### src/rtl/libv_pkg.sv
// Shared helpers for libv arbiters: one-hot decode and round-robin priority masking.
// Widths stay parameter-driven at the call site; MAX_CH bounds the channel count.
package libv_pkg;

  localparam int unsigned MAX_CH = 64;

  function automatic int oh2bin(input logic [MAX_CH-1:0] oh);
    int b;
    b = 0;
    for (int i = 0; i < MAX_CH; i++) begin
      if (oh[i]) b = b | i;
    end
    return b;
  endfunction

  // Channel idx is in the high-priority window when it sits at or above the pointer.
  function automatic logic rr_mask_bit(input int idx, input int first);
    return idx >= first;
  endfunction

endpackage

### src/rtl/libv_rr_arb.sv
// Round-robin arbiter: combinational one-hot grant, pointer moves past the winner on upd.
// While hold is high the grant is pinned to the channel granted when hold rose.
module libv_rr_arb
  import libv_pkg::*;
#(
  parameter int N = 4
) (
  input  logic         clk,
  input  logic         rst,
  input  logic [N-1:0] req,
  input  logic         upd,
  input  logic         hold,
  output logic [N-1:0] gnt
);

  localparam int PW = (N > 1) ? $clog2(N) : 1;

  logic [PW-1:0] ptr;
  logic [PW-1:0] ptr_nxt;
  logic [N-1:0]  held;
  logic [N-1:0]  masked;
  logic [N-1:0]  rr_gnt;
  int            win;

  // Lowest set bit of the masked request wins; fall back to the full request on wrap.
  always_comb begin
    masked = '0;
    for (int i = 0; i < N; i++) begin
      masked[i] = req[i] & rr_mask_bit(i, int'(ptr));
    end
    if (|masked) rr_gnt = masked & (~masked + N'(1));
    else         rr_gnt = req & (~req + N'(1));
  end

  assign gnt = hold ? (held & req) : rr_gnt;

  always_comb begin
    win     = oh2bin(MAX_CH'(gnt));
    ptr_nxt = (win >= N - 1) ? '0 : PW'(win + 1);
  end

  always_ff @(posedge clk) begin
    if (rst) begin
      ptr  <= '0;
      held <= '0;
    end else begin
      if (!hold) held <= rr_gnt;
      if (upd)   ptr  <= ptr_nxt;
    end
  end

endmodule

### src/rtl/libv_arb_mux.sv
// Round-robin N:1 packet mux with one registered output stage; 1-cycle accept-to-output latency.
// Full throughput; out_rdy low with out_vld high freezes the output and drops every in_rdy.
module libv_arb_mux
  import libv_pkg::*;
#(
  parameter int N = 4,
  parameter int W = 32
) (
  input  logic           clk,
  input  logic           rst,
  input  logic [N-1:0]   in_vld,
  input  logic [N*W-1:0] in_data,
  input  logic [N-1:0]   in_last,
  output logic [N-1:0]   in_rdy,
  output logic           out_vld,
  output logic [W-1:0]   out_data,
  output logic           out_last,
  output logic [N-1:0]   out_sel,
  input  logic           out_rdy
);

  logic         ld;
  logic         acc;
  logic         lock;
  logic         upd;
  logic         sel_last;
  logic [N-1:0] gnt;
  logic [W-1:0] sel_data;

  assign ld = ~out_vld | out_rdy;

  // Pointer only advances on a packet's last beat, so fairness is per packet.
  libv_rr_arb #(.N(N)) u_arb (
    .clk  (clk),
    .rst  (rst),
    .req  (in_vld),
    .upd  (upd),
    .hold (lock),
    .gnt  (gnt)
  );

  assign in_rdy = gnt & {N{ld}};
  assign acc    = |(in_vld & in_rdy);
  assign upd    = acc & sel_last;

  always_comb begin
    sel_data = '0;
    sel_last = 1'b0;
    for (int i = 0; i < N; i++) begin
      sel_data = sel_data | ({W{gnt[i]}} & in_data[i*W +: W]);
      sel_last = sel_last | (gnt[i] & in_last[i]);
    end
  end

  always_ff @(posedge clk) begin
    if (rst) begin
      out_vld  <= 1'b0;
      out_data <= '0;
      out_last <= 1'b0;
      out_sel  <= '0;
      lock     <= 1'b0;
    end else if (acc) begin
      out_vld  <= 1'b1;
      out_data <= sel_data;
      out_last <= sel_last;
      out_sel  <= gnt;
      lock     <= ~sel_last;
    end else if (out_rdy) begin
      out_vld  <= 1'b0;
    end
  end

`ifndef SYNTHESIS
  a_gnt_onehot: assert property (@(posedge clk) disable iff (rst) $onehot0(gnt));
  a_out_stable: assert property (@(posedge clk) disable iff (rst)
                                 out_vld && !out_rdy |=> $stable(out_data));
  for (genvar g = 0; g < N; g++) begin : g_in_proto
    a_in_hold: assert property (@(posedge clk) disable iff (rst)
                                in_vld[g] && !in_rdy[g] |=> in_vld[g]);
  end
`endif

endmodule

### config.mk
export PLATFORM = sky130hd
export DESIGN_NAME = libv_arb_mux
export DESIGN_NICKNAME = d
export VERILOG_FILES = /design/src/rtl/libv_pkg.sv /design/src/rtl/libv_rr_arb.sv /design/src/rtl/libv_arb_mux.sv
export SDC_FILE = /design/constraint.sdc
export NUM_CORES = 1
export LEC_CHECK = 0
export ABC_AREA = 1
export CORE_MARGIN = 5
export CORE_UTILIZATION = 45
export CTS_CLUSTER_SIZE = 16
export DETAILED_ROUTE_END_ITERATION = 10
export DONT_BUFFER_PORTS = 1
export PLACE_DENSITY_LB_ADDON = 0.08
export SETUP_SLACK_MARGIN = 0.1
export SYNTH_ARGS = -nofsm -noshare
export SYNTH_HDL_FRONTEND = slang
export SYNTH_SLANG_ARGS = --single-unit
### constraint.sdc
create_clock -name clk -period 1.7 [get_ports clk]
set_input_delay 0.34 -clock clk [delete_from_list [all_inputs] [get_ports clk]]
set_output_delay 0.34 -clock clk [all_outputs]
set_load 0.05 [all_outputs]
==> impl_metrics.tcl, run 1 <==
set metrics [dict create \
    worst_slack_ps -215.3 \
    finalSetupViolations 45 \
    ff2ff_setup_slack_ps -200 \
    path_max_fanout 4 \
    slew_viol_final 0 \
    grt_pass1_vias 2850 \
    cpPeakStageDelay_ps 370 \
    cts_hold_buf 0 \
    pre_cts_slack_ps -69.71 \
    cts_buffers 5 \
    final_common_cell "nand2_1" \
    yosys.area_share.simple 0.3790 \
    reg2reg_depth 16 \
    final_area_mm2 0.003687 \
    maxCapViolations 0 \
    grt_pass1_wl_um 14340 \
    wl_met2_um 4910 \
    grt_overflow 0 \
    highest_layer "met4" \
    vdd_drop_max_mv 1.108 \
    rsz0062_at_grt "yes" \
    via_per_inst 5.621 \
    coreArea_mm2 0.005439 \
    final_layout_size_suffix_gt1_frac 0.3864 \
    place_congestion 0.8812 \
    worst_slew_pin_slew_ps 641.6 \
    area_growth_syn_to_layout_pct 47.35 \
    hold_violations 0 \
    powerDensity_mw_per_mm2 2441 \
    ys_ff_latch 45 \
    whs_endpoint "out_data[6]" \
    path_cells "nor2_4 -> nand2_2 -> nand2_2 -> o21bai_1 -> nand2_1 -> nand2_2 -> nand2_4 -> clkinvlp_4" \
    synth_xor_area_frac 0 \
    fp.dieH_um 84.57 \
    period_share 1.127 \
    hp-class "in -> reg" \
    synth_adder_area_share 0 \
    crit_arrival_ps 1580 \
    p_leak_uw 0.001530 \
    async_reset_ff_frac 0 \
    max_freq_mhz 522.1 \
    die-area_mm2 0.007152 \
    synth-main-ff-cell "dfxtp_1" \
    fin_cells 512 \
    cp_slowest_cell "dfxtp_4" \
    muxShareOfSynthArea 0 \
    syn_nets 539 \
    crit_required_ps 1360 \
    rows 27 \
    cts_sinks 45 \
    timing.rr.end "u_arb.ptr[0]" \
    min_period_ps 1915 \
    tritoncts "built" \
    num_antenna_cells 0 \
    cpMostUsedCell "nand2_2" \
    min_from "rst" \
    whs_path_depth 1 \
    violations "negative setup slack" \
    finalClockSkew_ps 9.526 \
    synth_top_family_by_area "simple AND/OR/NAND/NOR gates" \
    ys_warn_count 0 \
    p_total_uw 8999 \
    start_util 0.4601 \
    drtAntennaViolNets 0 \
    maxSlewHeadroom 0.5717 \
    ys_types 22 \
    totalWireLength_um 9580 \
    synth_compound_area_frac 0.1810 \
    syn_area_mm2 0.002502 \
    grt_max_degree 22 \
    cp-end-kind "output pin" \
    clkLatencyLatePin_ps 300 \
    final_cell_mix "nand2_1, dfxtp_1, a21oi_2" \
    die_w_um 84.57 \
    reg2reg_from "u_arb.ptr[1]" \
    dp_cells 476 \
    syn_area_per_cell_um2 6.256 \
    start_kind "register" \
    placed_area_mm2 0.002765 \
    antenna_found_initial 0 \
    crit_type "reg -> out" \
    wl_met3_um 761 \
    status "complete, but fails checks" \
    synth_edf_count 0 \
    numPortBuffers 0 \
    vias 2878 \
    place_hpwl_um 6545 \
    final_nets 578 \
    drtPass1Iterations 4 \
    drt-initial-drc-count 77 \
    route.detailed.drc 0 \
    cts_buffer_depth 2 \
    grt_usage 0.2482 \
    syn_inst 400 \
    wl_met1_um 3706 \
    wl_per_cell_um 18.71 \
    h-tree-depth 2 \
    fin_util 0.6779 \
    io_pins 181 \
    clkTransAtPathRegs_ps 90 \
    synth_seq_area_share 0.3600 \
    root_buffer "clkbuf_8" \
]
critical path, delay by kind of cell, from the launching register on:
family | cells | cell delay, ps
and+or+nand+nor | 6 | 570
DFF | 1 | 370
buffers and inverters | 1 | 250
AOI/OAI and AO/OA | 1 | 80
where the power goes:
group | total [µW] | switching (µW) | internal, µW
Clock | 741 | 372 | 368
Combinational | 5140 | 2790 | 2350
Sequential | 3120 | 1630 | 1490
Total | 9000 | 4790 | 4210
how the worst max path moves through the flow:
stage | startpoint | end | slack (ps) | cells after the start
6_report | u_arb.ptr[1] | in_rdy[0] | -220 | 8
5_1_grt | u_arb.ptr[1] | in_rdy[0] | -290 | 8
4_1_cts | u_arb.ptr[1] | in_rdy[1] | -160 | 9
3_5_place_dp | u_arb.ptr[1] | u_arb.ptr[0] | -70 | 12
3_3_place_gp | u_arb.ptr[0] | u_arb.ptr[0] | 10 | 12
2_1_floorplan | u_arb.ptr[1] | out_vld | 110 | 12
cell usage after synthesis, types with 2 or more instances:
master	n	share of area
nand2_1	158	0.24
a21oi_1	62	0.12
dfxtp_1	45	0.36
nand3_1	27	0.054
o21ai_0	17	0.034
inv_1	16	0.024
nor2_1	16	0.024
buf_2	14	0.028
nand4_1	13	0.033
nand2_2	7	0.017
o21ai_1	7	0.014
clkbuf_1	5	0.0075
a22oi_1	2	0.0060
buf_4	2	0.0060
buf_6	2	0.0090
kinds of logic after synthesis:
| group | count (synthesis) |
|---|---|
| and+or+nand+nor | 224 |
| AOI/OAI and AO/OA | 89 |
| DFF | 45 |
| buffers and inverters | 42 |
layout make-up:
| cell class | instances | area [µm²] |
|---|---|---|
| clock inverter | 1 | 5.005 |
| clock buffer | 7 | 96.34 |
| multi-input combinational | 314 | 1795 |
| tap | 72 | 90.09 |
| fill | 468 | 1752 |
| timing repair buffer | 51 | 651.9 |
| inverter | 19 | 93.84 |
| timing repair inverter | 3 | 43.79 |
| sequential | 45 | 910.9 |
metrics by stage:
stage / TNS, ps / hold WS (ps)
after global placement: 0 / 412.0
after CTS: -3844 / 87.95
after floorplan: 0 / 445.1
after global routing: -9035 / 71.97
after detailed placement: -612.2 / 413.8
final: -5066 / 91.73
registers in the layout, indices dropped and copies added (netlist names):
register / cells
lock: 1
out_data: 32
out_last: 1
out_sel: 4
out_vld: 1
u_arb.held: 4
u_arb.ptr: 2
per-layer routing:
metal  GRT usage  vias up
met5           0        -
met4     0.07194        0
met3     0.07066       19
met2      0.4491      131
met1      0.2819     1336
li1            -     1392
timing repair:
action                                  4_1_cts  5_1_grt
resized for setup                            50      109
endpoints found under the setup margin       45       45
gates cloned                                  5        5
pin swaps                                    15       20
endpoints found under the hold margin         0        0
setup buffers                                17        3
No activity file was read; power rests on OpenSTA's default activity.
==> run 2: changes to the inputs <==
--- a/config.mk
+++ b/config.mk
@@ -5,13 +5,11 @@
 export SDC_FILE = /design/constraint.sdc
 export NUM_CORES = 1
 export LEC_CHECK = 0
-export ABC_AREA = 1
 export CORE_MARGIN = 5
 export CORE_UTILIZATION = 45
 export CTS_CLUSTER_SIZE = 16
 export DETAILED_ROUTE_END_ITERATION = 10
 export DONT_BUFFER_PORTS = 1
-export PLACE_DENSITY_LB_ADDON = 0.08
 export SETUP_SLACK_MARGIN = 0.1
 export SYNTH_ARGS = -nofsm -noshare
 export SYNTH_HDL_FRONTEND = slang
==> impl_metrics.tcl, run 2 <==
set metrics [dict create \
    status "complete, but fails checks" \
    violations "negative setup slack" \
    hp-class "in -> reg" \
    syn_area_mm2 0.002544 \
    start_kind "register" \
    ff2ff_setup_slack_ps -420 \
    synth-main-ff-cell "dfxtp_1" \
    via_per_inst 6.494 \
    p_clk_frac 0.078 \
    fin_cells 391 \
    die-area_mm2 0.007256 \
    syn_nets 414 \
    cp-end-kind "register" \
    clkLatencyLatePin_ps 290 \
    die_w_um 85.19 \
    p_leak_uw 0.001331 \
    synth_commonest_cells "dfxtp_1, nor2_1, nand2_1, a222oi_1, a311oi_2" \
    finalClockSkew_ps 6.208 \
    powerDensity_mw_per_mm2 2489 \
    rows 27 \
    synth_area_leaders "dfxtp_1, a311oi_2, a222oi_1" \
    synth_top_area_share 0.3542 \
    timing.rr.end "out_data[15]" \
    route.detailed.drc 0 \
    ys_types 38 \
    cts_buffer_depth 2 \
    whs_path_depth 1 \
    place_hpwl_um 6038 \
    crit_type "reg -> reg" \
    start_util 0.4619 \
    largest_register "out_data" \
    max_freq_mhz 471.4 \
    switchingPower_uw 4548 \
    reg2reg_from "u_arb.ptr[1]" \
    crit_required_ps 1860 \
    rsz0062_at_grt "yes" \
    power.share.switching 0.4951 \
    worst_slack_ps -421.5 \
    synth_area_leader_cell "dfxtp_1" \
    drt-initial-drc-count 229 \
    finalSetupViolations 45 \
    wl_per_cell_um 22.68 \
    h-tree-depth 2 \
    final_common_cell "dfxtp_1" \
    ys_ff_latch 45 \
    coreArea_mm2 0.005507 \
    pwr-share-comb 0.625 \
    numPortBuffers 0 \
    fp.dieH_um 85.19 \
    final_nets 457 \
    pwr-share-seq 0.297 \
    whs_endpoint "out_data[22]" \
    reg.largest.list "out_data (32), out_sel (4), u_arb.held (4)" \
    min_from "rst" \
    place_congestion 0.7762 \
    drtPass1Iterations 8 \
    maxCapViolations 0 \
    period_share 1.248 \
    grt_max_degree 46 \
    clkTransAtPathRegs_ps 80 \
    area_growth_syn_to_layout_pct 45.06 \
    vias 2539 \
    cts_buffers 5 \
    drtAntennaViolNets 0 \
    totalWireLength_um 8866 \
    async_reset_ff_frac 0 \
    dp_cells 359 \
    synth_seq_area_share 0.3542 \
    grt_usage 0.2233 \
    ys_warn_count 0 \
    synth.most_common_cell "dfxtp_1" \
    largest_reg_flops 32 \
    tritoncts "built" \
    path_max_fanout 22 \
    antenna_found_initial 0 \
    pre_cts_slack_ps -404.3 \
    min_period_ps 2121 \
    grt_overflow 0 \
    grt_pass1_vias 2564 \
    worst_slew_pin_slew_ps 586.7 \
    final_cell_mix "dfxtp_1, nand2_1, buf_4" \
    vdd_drop_max_mv 1.124 \
    syn_area_per_cell_um2 9.250 \
    io_pins 181 \
    synth_edf_count 0 \
    syn_inst 275 \
    cts_sinks 45 \
    hold_violations 0 \
    slew_viol_final 0 \
    num_antenna_cells 0 \
    crit_arrival_ps 2290 \
    root_buffer "clkbuf_8" \
    intPower_uw 4638 \
    cts_hold_buf 0 \
    reg2reg_depth 8 \
    fillers 441 \
    grt_pass1_wl_um 13200 \
    final_layout_size_suffix_gt1_frac 0.5580 \
    maxSlewHeadroom 0.6084 \
]
## run 2: worst max-delay path: stages, from the launching register on
cell and delay (ps):
dfxtp_4 390, nand2b_4 140, a21oi_4 60, o311ai_4 280, o21ai_4 170, o41a_4 580, buf_12 200, nor2_2 110
a311oi_2 60
## run 2: worst max-delay path by stage
| stage | slack [ps] | startpoint | end |
|---|---|---|---|
| global route | -490 | u_arb.ptr[1] | out_sel[1] |
| detailed placement | -400 | u_arb.ptr[1] | u_arb.ptr[1] |
| floorplan | -290 | u_arb.ptr[1] | out_data[1] |
| finish | -420 | u_arb.ptr[1] | out_data[15] |
| CTS | -380 | u_arb.ptr[1] | in_rdy[3] |
| global placement | -400 | u_arb.ptr[1] | u_arb.ptr[1] |
## run 2: per-stage QoR
stage,TNS [ps],power (µW),util,cell area (µm²),hold WS [ps]
5_1_grt,-19520,9711,0.6701,3690,78.31
6_report,-16310,9185,0.6701,3690,105.6
3_5_place_dp,-14970,6807,0.5347,2944,411.3
2_1_floorplan,-10110,5857,-,2665,441.1
3_3_place_gp,-14060,6723,0.5347,2944,410.6
4_1_cts,-14720,8273,0.6137,3379,89.98
## run 2: layout make-up
| cell class | count | area (µm²) | area share |
|---|---|---|---|
| clock inverter | 1 | 5.005 | 0.001356 |
| timing repair buffer | 64 | 728.2 | 0.1974 |
| multi-input combinational | 197 | 1839 | 0.4985 |
| tap | 72 | 90.09 | 0.02442 |
| clock buffer | 7 | 96.34 | 0.02611 |
| sequential | 45 | 908.4 | 0.2462 |
| inverter | 5 | 22.52 | 0.006104 |
## run 2: power by group through the flow
stage | registers (µW) | logic [µW] | clock network, µW
2_1_floorplan | 2790 | 3070 | 0
3_3_place_gp | 2670 | 4060 | 0
4_1_cts | 2690 | 4840 | 747
6_report | 2720 | 5740 | 717
5_1_grt | 2780 | 6150 | 787
3_5_place_dp | 2670 | 4140 | 0
## run 2: routing by layer
metal  global-route usage  wire length, µm  vias up
li1                     -                -     1182
met1               0.2730             3376     1218
met2               0.3948             4667      133
met3              0.06117              746        6
met4              0.03885               76        0
met5                    0                0        -
## run 2: cells by family after synthesis
logic type	Yosys count	synth area share
buffers and inverters	34	0.06738
xor gates and xnor gates	1	0.003444
AOI/OAI and AO/OA	100	0.4176
and+or+nand+nor	95	0.1574
DFF	45	0.3542
## run 2: what timing repair did
action,CTS,global route
endpoints found under the setup margin,45,45
gates cloned,1,6
pin swaps,28,10
buffers inserted,13,4
gates resized for setup,56,37
